`config.mk`:
```
export PLATFORM = sky130hd
export DESIGN_NAME = regfile_scoreboard
export DESIGN_NICKNAME = d
export VERILOG_FILES = /design/src/rtl/regfile_scoreboard.sv
export SDC_FILE = /design/constraint.sdc
export NUM_CORES = 2
export LEC_CHECK = 0
export ABC_AREA = 1
export CORE_ASPECT_RATIO = 1.4
export CORE_MARGIN = 8
export CORE_UTILIZATION = 30
export DETAILED_ROUTE_END_ITERATION = 8
export HOLD_SLACK_MARGIN = 0.15
export SKIP_CTS_REPAIR_TIMING = 1
export SLEW_MARGIN = 20
export SYNTH_ARGS = -nofsm -noshare
export SYNTH_HDL_FRONTEND = slang
export SYNTH_SLANG_ARGS = --single-unit
```
`constraint.sdc`:
```
create_clock -name clk -period 85.4 [get_ports clk]
set_clock_uncertainty 0.2 [all_clocks]
set_input_delay 17.08 -clock clk [delete_from_list [all_inputs] [get_ports clk]]
set_output_delay 17.08 -clock clk [all_outputs]
set_load 0.1 [all_outputs]
```
`src/rtl/regfile_scoreboard.sv`:
```
// Integer register file with NREAD combinational read ports, one write port and a
// pending-write scoreboard. Define REGFILE_BYPASS_EN for same-cycle write-through reads.
module regfile_scoreboard #(
  parameter int XLEN      = 32,
  parameter int ADDR_BITS = 5,
  parameter int NREAD     = 2
) (
  input  logic                       clk,
  input  logic                       rst,
  input  logic [NREAD*ADDR_BITS-1:0] ra,
  output logic [NREAD*XLEN-1:0]      rd,
  output logic [NREAD-1:0]           rd_ready,
  input  logic                       we,
  input  logic [ADDR_BITS-1:0]       wa,
  input  logic [XLEN-1:0]            wd,
  input  logic                       iss_valid,
  input  logic [ADDR_BITS-1:0]       iss_rd,
  input  logic                       flush,
  output logic [2**ADDR_BITS-1:0]    busy,
  output logic [ADDR_BITS:0]         busy_cnt
);

  localparam int DEPTH = 2**ADDR_BITS;
  localparam logic [ADDR_BITS:0] CNT_ONE = {{ADDR_BITS{1'b0}}, 1'b1};

  logic [XLEN-1:0]    rf_q [DEPTH];
  logic [XLEN-1:0]    rf_d [DEPTH];
  logic [DEPTH-1:0]   busy_q, busy_d;
  logic [ADDR_BITS:0] busy_cnt_q, busy_cnt_d;

  logic wr_en;
  logic iss_en;
  logic set_new;
  logic clr_old;

  assign wr_en  = we && (wa != '0);
  assign iss_en = iss_valid && (iss_rd != '0);

  always_comb begin
    rf_d = rf_q;
    if (wr_en) rf_d[wa] = wd;
  end

  // Priority: flush, then a new producer, then writeback clear.
  always_comb begin
    busy_d = busy_q;
    if (wr_en)  busy_d[wa]     = 1'b0;
    if (iss_en) busy_d[iss_rd] = 1'b1;
    if (flush)  busy_d         = '0;
    busy_d[0] = 1'b0;
  end

  // Count tracks busy_d incrementally; a set and clear on the same register cancel to no change.
  always_comb begin
    set_new    = iss_en && !busy_q[iss_rd];
    clr_old    = wr_en && busy_q[wa] && !(iss_en && (iss_rd == wa));
    busy_cnt_d = busy_cnt_q;
    if (flush) begin
      busy_cnt_d = '0;
    end else if (set_new && !clr_old) begin
      busy_cnt_d = busy_cnt_q + CNT_ONE;
    end else if (clr_old && !set_new) begin
      busy_cnt_d = busy_cnt_q - CNT_ONE;
    end
  end

  always_ff @(posedge clk or posedge rst) begin
    if (rst) begin
      for (int n = 0; n < DEPTH; n++) rf_q[n] <= '0;
      busy_q     <= '0;
      busy_cnt_q <= '0;
    end else begin
      for (int n = 0; n < DEPTH; n++) rf_q[n] <= rf_d[n];
      busy_q     <= busy_d;
      busy_cnt_q <= busy_cnt_d;
    end
  end

  always_comb begin
    rd       = '0;
    rd_ready = '0;
    for (int i = 0; i < NREAD; i++) begin
      if (ra[i*ADDR_BITS +: ADDR_BITS] == '0) begin
        rd[i*XLEN +: XLEN] = '0;
        rd_ready[i]        = 1'b1;
      end else begin
        rd[i*XLEN +: XLEN] = rf_q[ra[i*ADDR_BITS +: ADDR_BITS]];
        rd_ready[i]        = !busy_q[ra[i*ADDR_BITS +: ADDR_BITS]];
`ifdef REGFILE_BYPASS_EN
        if (wr_en && (wa == ra[i*ADDR_BITS +: ADDR_BITS])) begin
          rd[i*XLEN +: XLEN] = wd;
          rd_ready[i]        = 1'b1;
        end
`endif
      end
    end
  end

  assign busy     = busy_q;
  assign busy_cnt = busy_cnt_q;

endmodule

```
# Word-level counts from Yosys, hierarchy flattened
# Cells that the tools add are included.
[totals] ff_bits=1061 in_bits=57 wordCells=106
[classes] addsub=2 magnitude_cmp=10 eq_ne=1 mux=31 bitwise=6 reduce_logical=22
[ops] op="1024-bit bitwise mux" n=1
[ops] op="32-bit binary-select mux with 5-bit select" n=2
[ops] op="32-bit two-way mux" n=10
[ops] op="32-bit demux with 5-bit select" n=1
[ops] op="32-bit AND" n=1
[ops] op="32-bit NOT" n=1
[ops] op="32-bit bitwise OR" n=1
[ops] op="5-bit by 6-bit less-than comparator with 1-bit output, second input constant" n=4
[ops] op="1-bit binary-select mux with 5-bit select" n=4
[ops] op="6-bit >= comparator, second input constant" n=3
[ops] op="6-bit two-way mux" n=3
[ops] op="5-bit NOT with 6-bit output" n=3
[ops] op="1-bit logical AND" n=11
[ops] op="1-bit demux with 5-bit select" n=2
[ops] op="5-bit by 1-bit >= comparator with 1-bit output, second input constant" n=2
[ops] op="5-bit zero test" n=2
[ops] op="5-bit nonzero test" n=2
[ops] op="1-bit two-way mux" n=8
[ops] op="6-bit by 1-bit adder with 6-bit output, second input constant" n=1
[ops] op="1-bit zero test" n=6
[ops] op="6-bit by 1-bit less-than comparator with 1-bit output, second input constant" n=1
[ops] op="6-bit by 1-bit subtractor with 6-bit output, second input constant" n=1
[ops] op="5-bit equality test" n=1
[ops] op="3-bit nonzero test" n=1

# Depth between registers and ports, before layout
[depth] ltp_word=10 ltp_mapped=23

# Least setup slack after synthesis
# OpenSTA, ideal clock, no wires.
[synth_path] path_type="input port to output port" start="in ra[5]" end="out rd[63]" arrival_time_ps=19892 required_time_ps=68120 slack_ps=48228 cell_stages=11 n_path_buf=5 path_cell_list="buf_2 > inv_2 > buf_6 > buf_6 > buf_6 > buf_2 > a21oi_1 > o21ai_0 > a31oi_1 > o21ai_0 > a31oi_1"
[synth_between] elab_chain_len=5 elab_cells_between_ends=6 classes_between="mux (4); bitwise (1); reduce/logical (1)"
[synth_lines] item="from (decl)" line="10" text="input logic [NREAD*ADDR_BITS-1:0] ra,"
[synth_lines] item="5-bit NOT with 6-bit output (implied by the code)" line="87" text="rd[i*XLEN +: XLEN] = rf_q[ra[i*ADDR_BITS +: ADDR_BITS]];"
[synth_lines] item="32-bit binary-select mux with 5-bit select" line="87"
[synth_lines] item="32-bit two-way mux (implied by the code) (2 in a row)" line="87"
[synth_lines] item="32-bit two-way mux (*)" line="83" text="if (ra[i*ADDR_BITS +: ADDR_BITS] == '0) begin"
[synth_lines] item="to (decl)" line="11" text="output logic [NREAD*XLEN-1:0] rd,"
# Mark *: on every way between the ends. The rest lies on a longest branch, timed or not. The select of a mux whose other input is x is not followed.

# Final worst setup path
[layout_path] start="in ra[5]" end="out rd[47]"
# Same word-level chain as after synthesis.

==> impl_metrics.yaml <==
finish:
  nets: 7304
  layout-drive-gt1-share_pct: 4.97
  n_fill_cell: 19982
  syn_to_final_growth_pct: 10.6
place:
  gp_congestion: 0.940
  dp_hpwl_mm: 150
  io_buffers: 159
global_route:
  grt_first_pass_wirelength_mm: 371
  grt_max_degree: 181
  antenna_found_initial: 44
  grt_overflow: 0
  grt_util_all_layers_pct: 23.6
  grt_pass1_vias: 55093
yosys:
  syn_inst: 7642
  synth_top_family_by_area: "compound AO/OA/AOI/OAI gates"
  netlist.area_leader.share_pct: 46.1
  yosysSeqAreaShare_pct: 46.1
  synthArstFlopShare_pct: 100
  synthTopCellsByArea: "dfrtp_1 (46%), o21ai_0 (17%), nand2_1 (7.8%), nor2_1 (6.1%), a21oi_1 (4.8%)"
  synth_compound_area_share_pct: 29.6
  synthFlopType: "dfrtp_1"
  synth-seq-cells: 1061
  synth-simple-area-share_pct: 16.6
  yosysWarnings: 0
  yosysTopAreaCell: "dfrtp_1"
  synth_commonest_cells: "o21ai_0 (1906), nand2_1 (1201), dfrtp_1 (1061)"
  synthesis.area_um2: 57600
  synth_adder_area_share_pct: 0.122
  syn_nets: 7704
  avgSynthCellArea_um2: 7.54
  synthMuxAreaShare_pct: 0
  post_synth_num_cell_types: 39
  synth-edff-count: 0
  synth_xor_xnor_area_share_pct: 0.0456
  synth.most_common_cell: "o21ai_0"
drt:
  drc_errors: 0
  routed-wl-met2_mm: 114
  top_layer_used: "met5"
  dr.first_iter.drc_count: 8537
  drt_wl_total_mm: 255
  ant_nets: 0
  vias: 58507
  vias_per_cell: 5.95
  wl_met3_mm: 27.5
  wl_met1_mm: 93.7
  firstDrtPassIters: 9
  wire_per_inst_um: 25.9
flow_run:
  drv_cap: 0
power_and_ir_drop:
  vdd_ir_drop_max_v: 0.0000161
  power.density_nw_per_um2: 23.5
  combPwrFrac_pct: 21.7
  power.leakage_nw: 26.6
  seqPwrFrac_pct: 44.4
  p_total_mw: 1.50
  p_clk_share_pct: 33.9
  intPower_mw: 0.990
  p_sw_mw: 0.508
  p_sw_share_pct: 33.9
die:
  row_count: 190
  boundaryPins: 161
  core_um2: 191000
  die_height_um: 534
  fp.dieW_um: 386
  dieArea_um2: 206000
  start_util_pct: 30.1
hold_path:
  hold_start: "rf_q[1008]"
  hold_class: "flip-flop to flip-flop"
timing:
  hold_viol: 0
  period_minus_slack_ps: 40270
  rsz0062_at_grt: "no"
  drv_slew: 0
  max_freq_mhz: 24.8
  setup_viol: 0
  relSlewSlack_pct: 13.4
  timing.final.crit_share_pct: 47.2
  worstMarginPinSlew_ps: 1300
  fin_setup_tns_ps: 0
clocking:
  clk_pin_slew_ps: 70
  htreeDepth: 3
  cts-root-buf: "clkbuf_16"
  cts_num_sinks: 1061
  ctsLongestPathBuffers: 3
  worstSkewPairLatency_ps: 720
  numCtsBuffers: 104
  cts_tree: "done"
setup_path:
  crit_type: "input pin to output pin"
  critPathLaunchType: "input pin"
  worst-r2r-cell-count: 21
  arrival_ps: 22990
  crit_fanout: 125
  endpoint_kind: "output pin"
  reg2reg_slack_ps: 82310
  r2r_end: "busy_cnt[5]"
  r2r_start: "busy[11]"
  worstSetupStartpoint: "ra[5]"
  worst_ep_required_time_ps: 68120
  crit_end: "rd[47]"
outcome:
  outcome: "completed"
[flip-flops by register name, summed over array words and instances, names as in the netlist]
signal and count:
rf_q 1024, busy_cnt 6, busy 31
[stage by stage]
stage               area, µm²  std cells  setup WS (ps)  util, %  hold WS [ps]
floorplan               57600       7642          38250        -           252
global placement        60000       9631          45330     31.4           187
detailed placement      60000       9631          45340     31.4           191
CTS                     63700       9820          45340     33.3           205
global route            63700       9828          44950     33.3           212
finish                  63700       9837          45130     33.3           207
[worst min path at each step]
stage | endpoint | slack [ps] | cells after the start
2_1_floorplan | rf_q[1016] | 250 | 1
3_3_place_gp | rf_q[1001] | 190 | 0
4_1_cts | rf_q[1000] | 210 | 0
6_report | rf_q[1008] | 210 | 0
3_5_place_dp | rf_q[1000] | 190 | 0
5_1_grt | rf_q[1000] | 210 | 0
[metal layers]
layer / vias to the layer above / GRT usage [%]
met5: - / 0
met4: 22 / 16.0
met3: 956 / 5.28
met2: 3818 / 36.9
met1: 28225 / 28.9
li1: 25486 / -
[cells by family after synthesis]
kind of cell	after synthesis
buffers and inverters	1056
AOI/OAI and AO/OA	3093
adders and majority gates	5
and+or+nand+nor	2423
other	1
xor gates and xnor gates	3
DFF	1061
[final cells by class]
cell class / instances / area [µm²] / area share (%)
clock buffer: 138 / 2940 / 4.62
tap: 2496 / 3120 / 4.90
inverter: 282 / 1110 / 1.74
timing repair buffer: 268 / 2480 / 3.90
clock inverter: 51 / 734 / 1.15
multi-input combinational: 5525 / 26700 / 42.0
sequential: 1061 / 26600 / 41.7
antenna: 16 / 40.0 / 0.0628
[layout by cell type (no fill, tap or decap), types with 10 or more instances in the layout]
cell type / n
a31oi_1: 104
o22ai_1: 34
diode_2: 16
o21ai_0: 1906
a21oi_1: 549
inv_1: 251
buf_4: 108
nand3_1: 233
bufinv_16: 16
clkbuf_1: 15
o221ai_1: 209
o211ai_1: 231
nor2_4: 10
nor2_1: 942
inv_2: 22
clkbuf_16: 106
nor3_1: 16
nand2_2: 12
dfrtp_1: 1061
clkbuf_8: 17
nand2_1: 1195
clkinv_2: 23
clkdlybuf4s50_1: 144
o21ai_1: 55
[power by group through the flow]
| stage | Sequential (mW) | Combinational (mW) | Clock, mW |
|---|---|---|---|
| after floorplan | 0.661 | 0.225 | 0 |
| after global placement | 0.668 | 0.311 | 0 |
| after detailed placement | 0.671 | 0.318 | 0 |
| after CTS | 0.662 | 0.319 | 0.514 |
| after global routing | 0.676 | 0.358 | 0.531 |
| final | 0.666 | 0.325 | 0.508 |
[critical path, stage by stage]
cell and delay, ps:
buf_8 240, inv_8 560, buf_4 560, buf_4 630
buf_4 630, buf_4 740, nor2_1 80, nor2_1 140
a21oi_1 60, a21oi_1 170, o21ai_0 110, a31oi_1 540
clkdlybuf4s50_1 1270
Note: power is estimated with default switching activity, not from simulation.
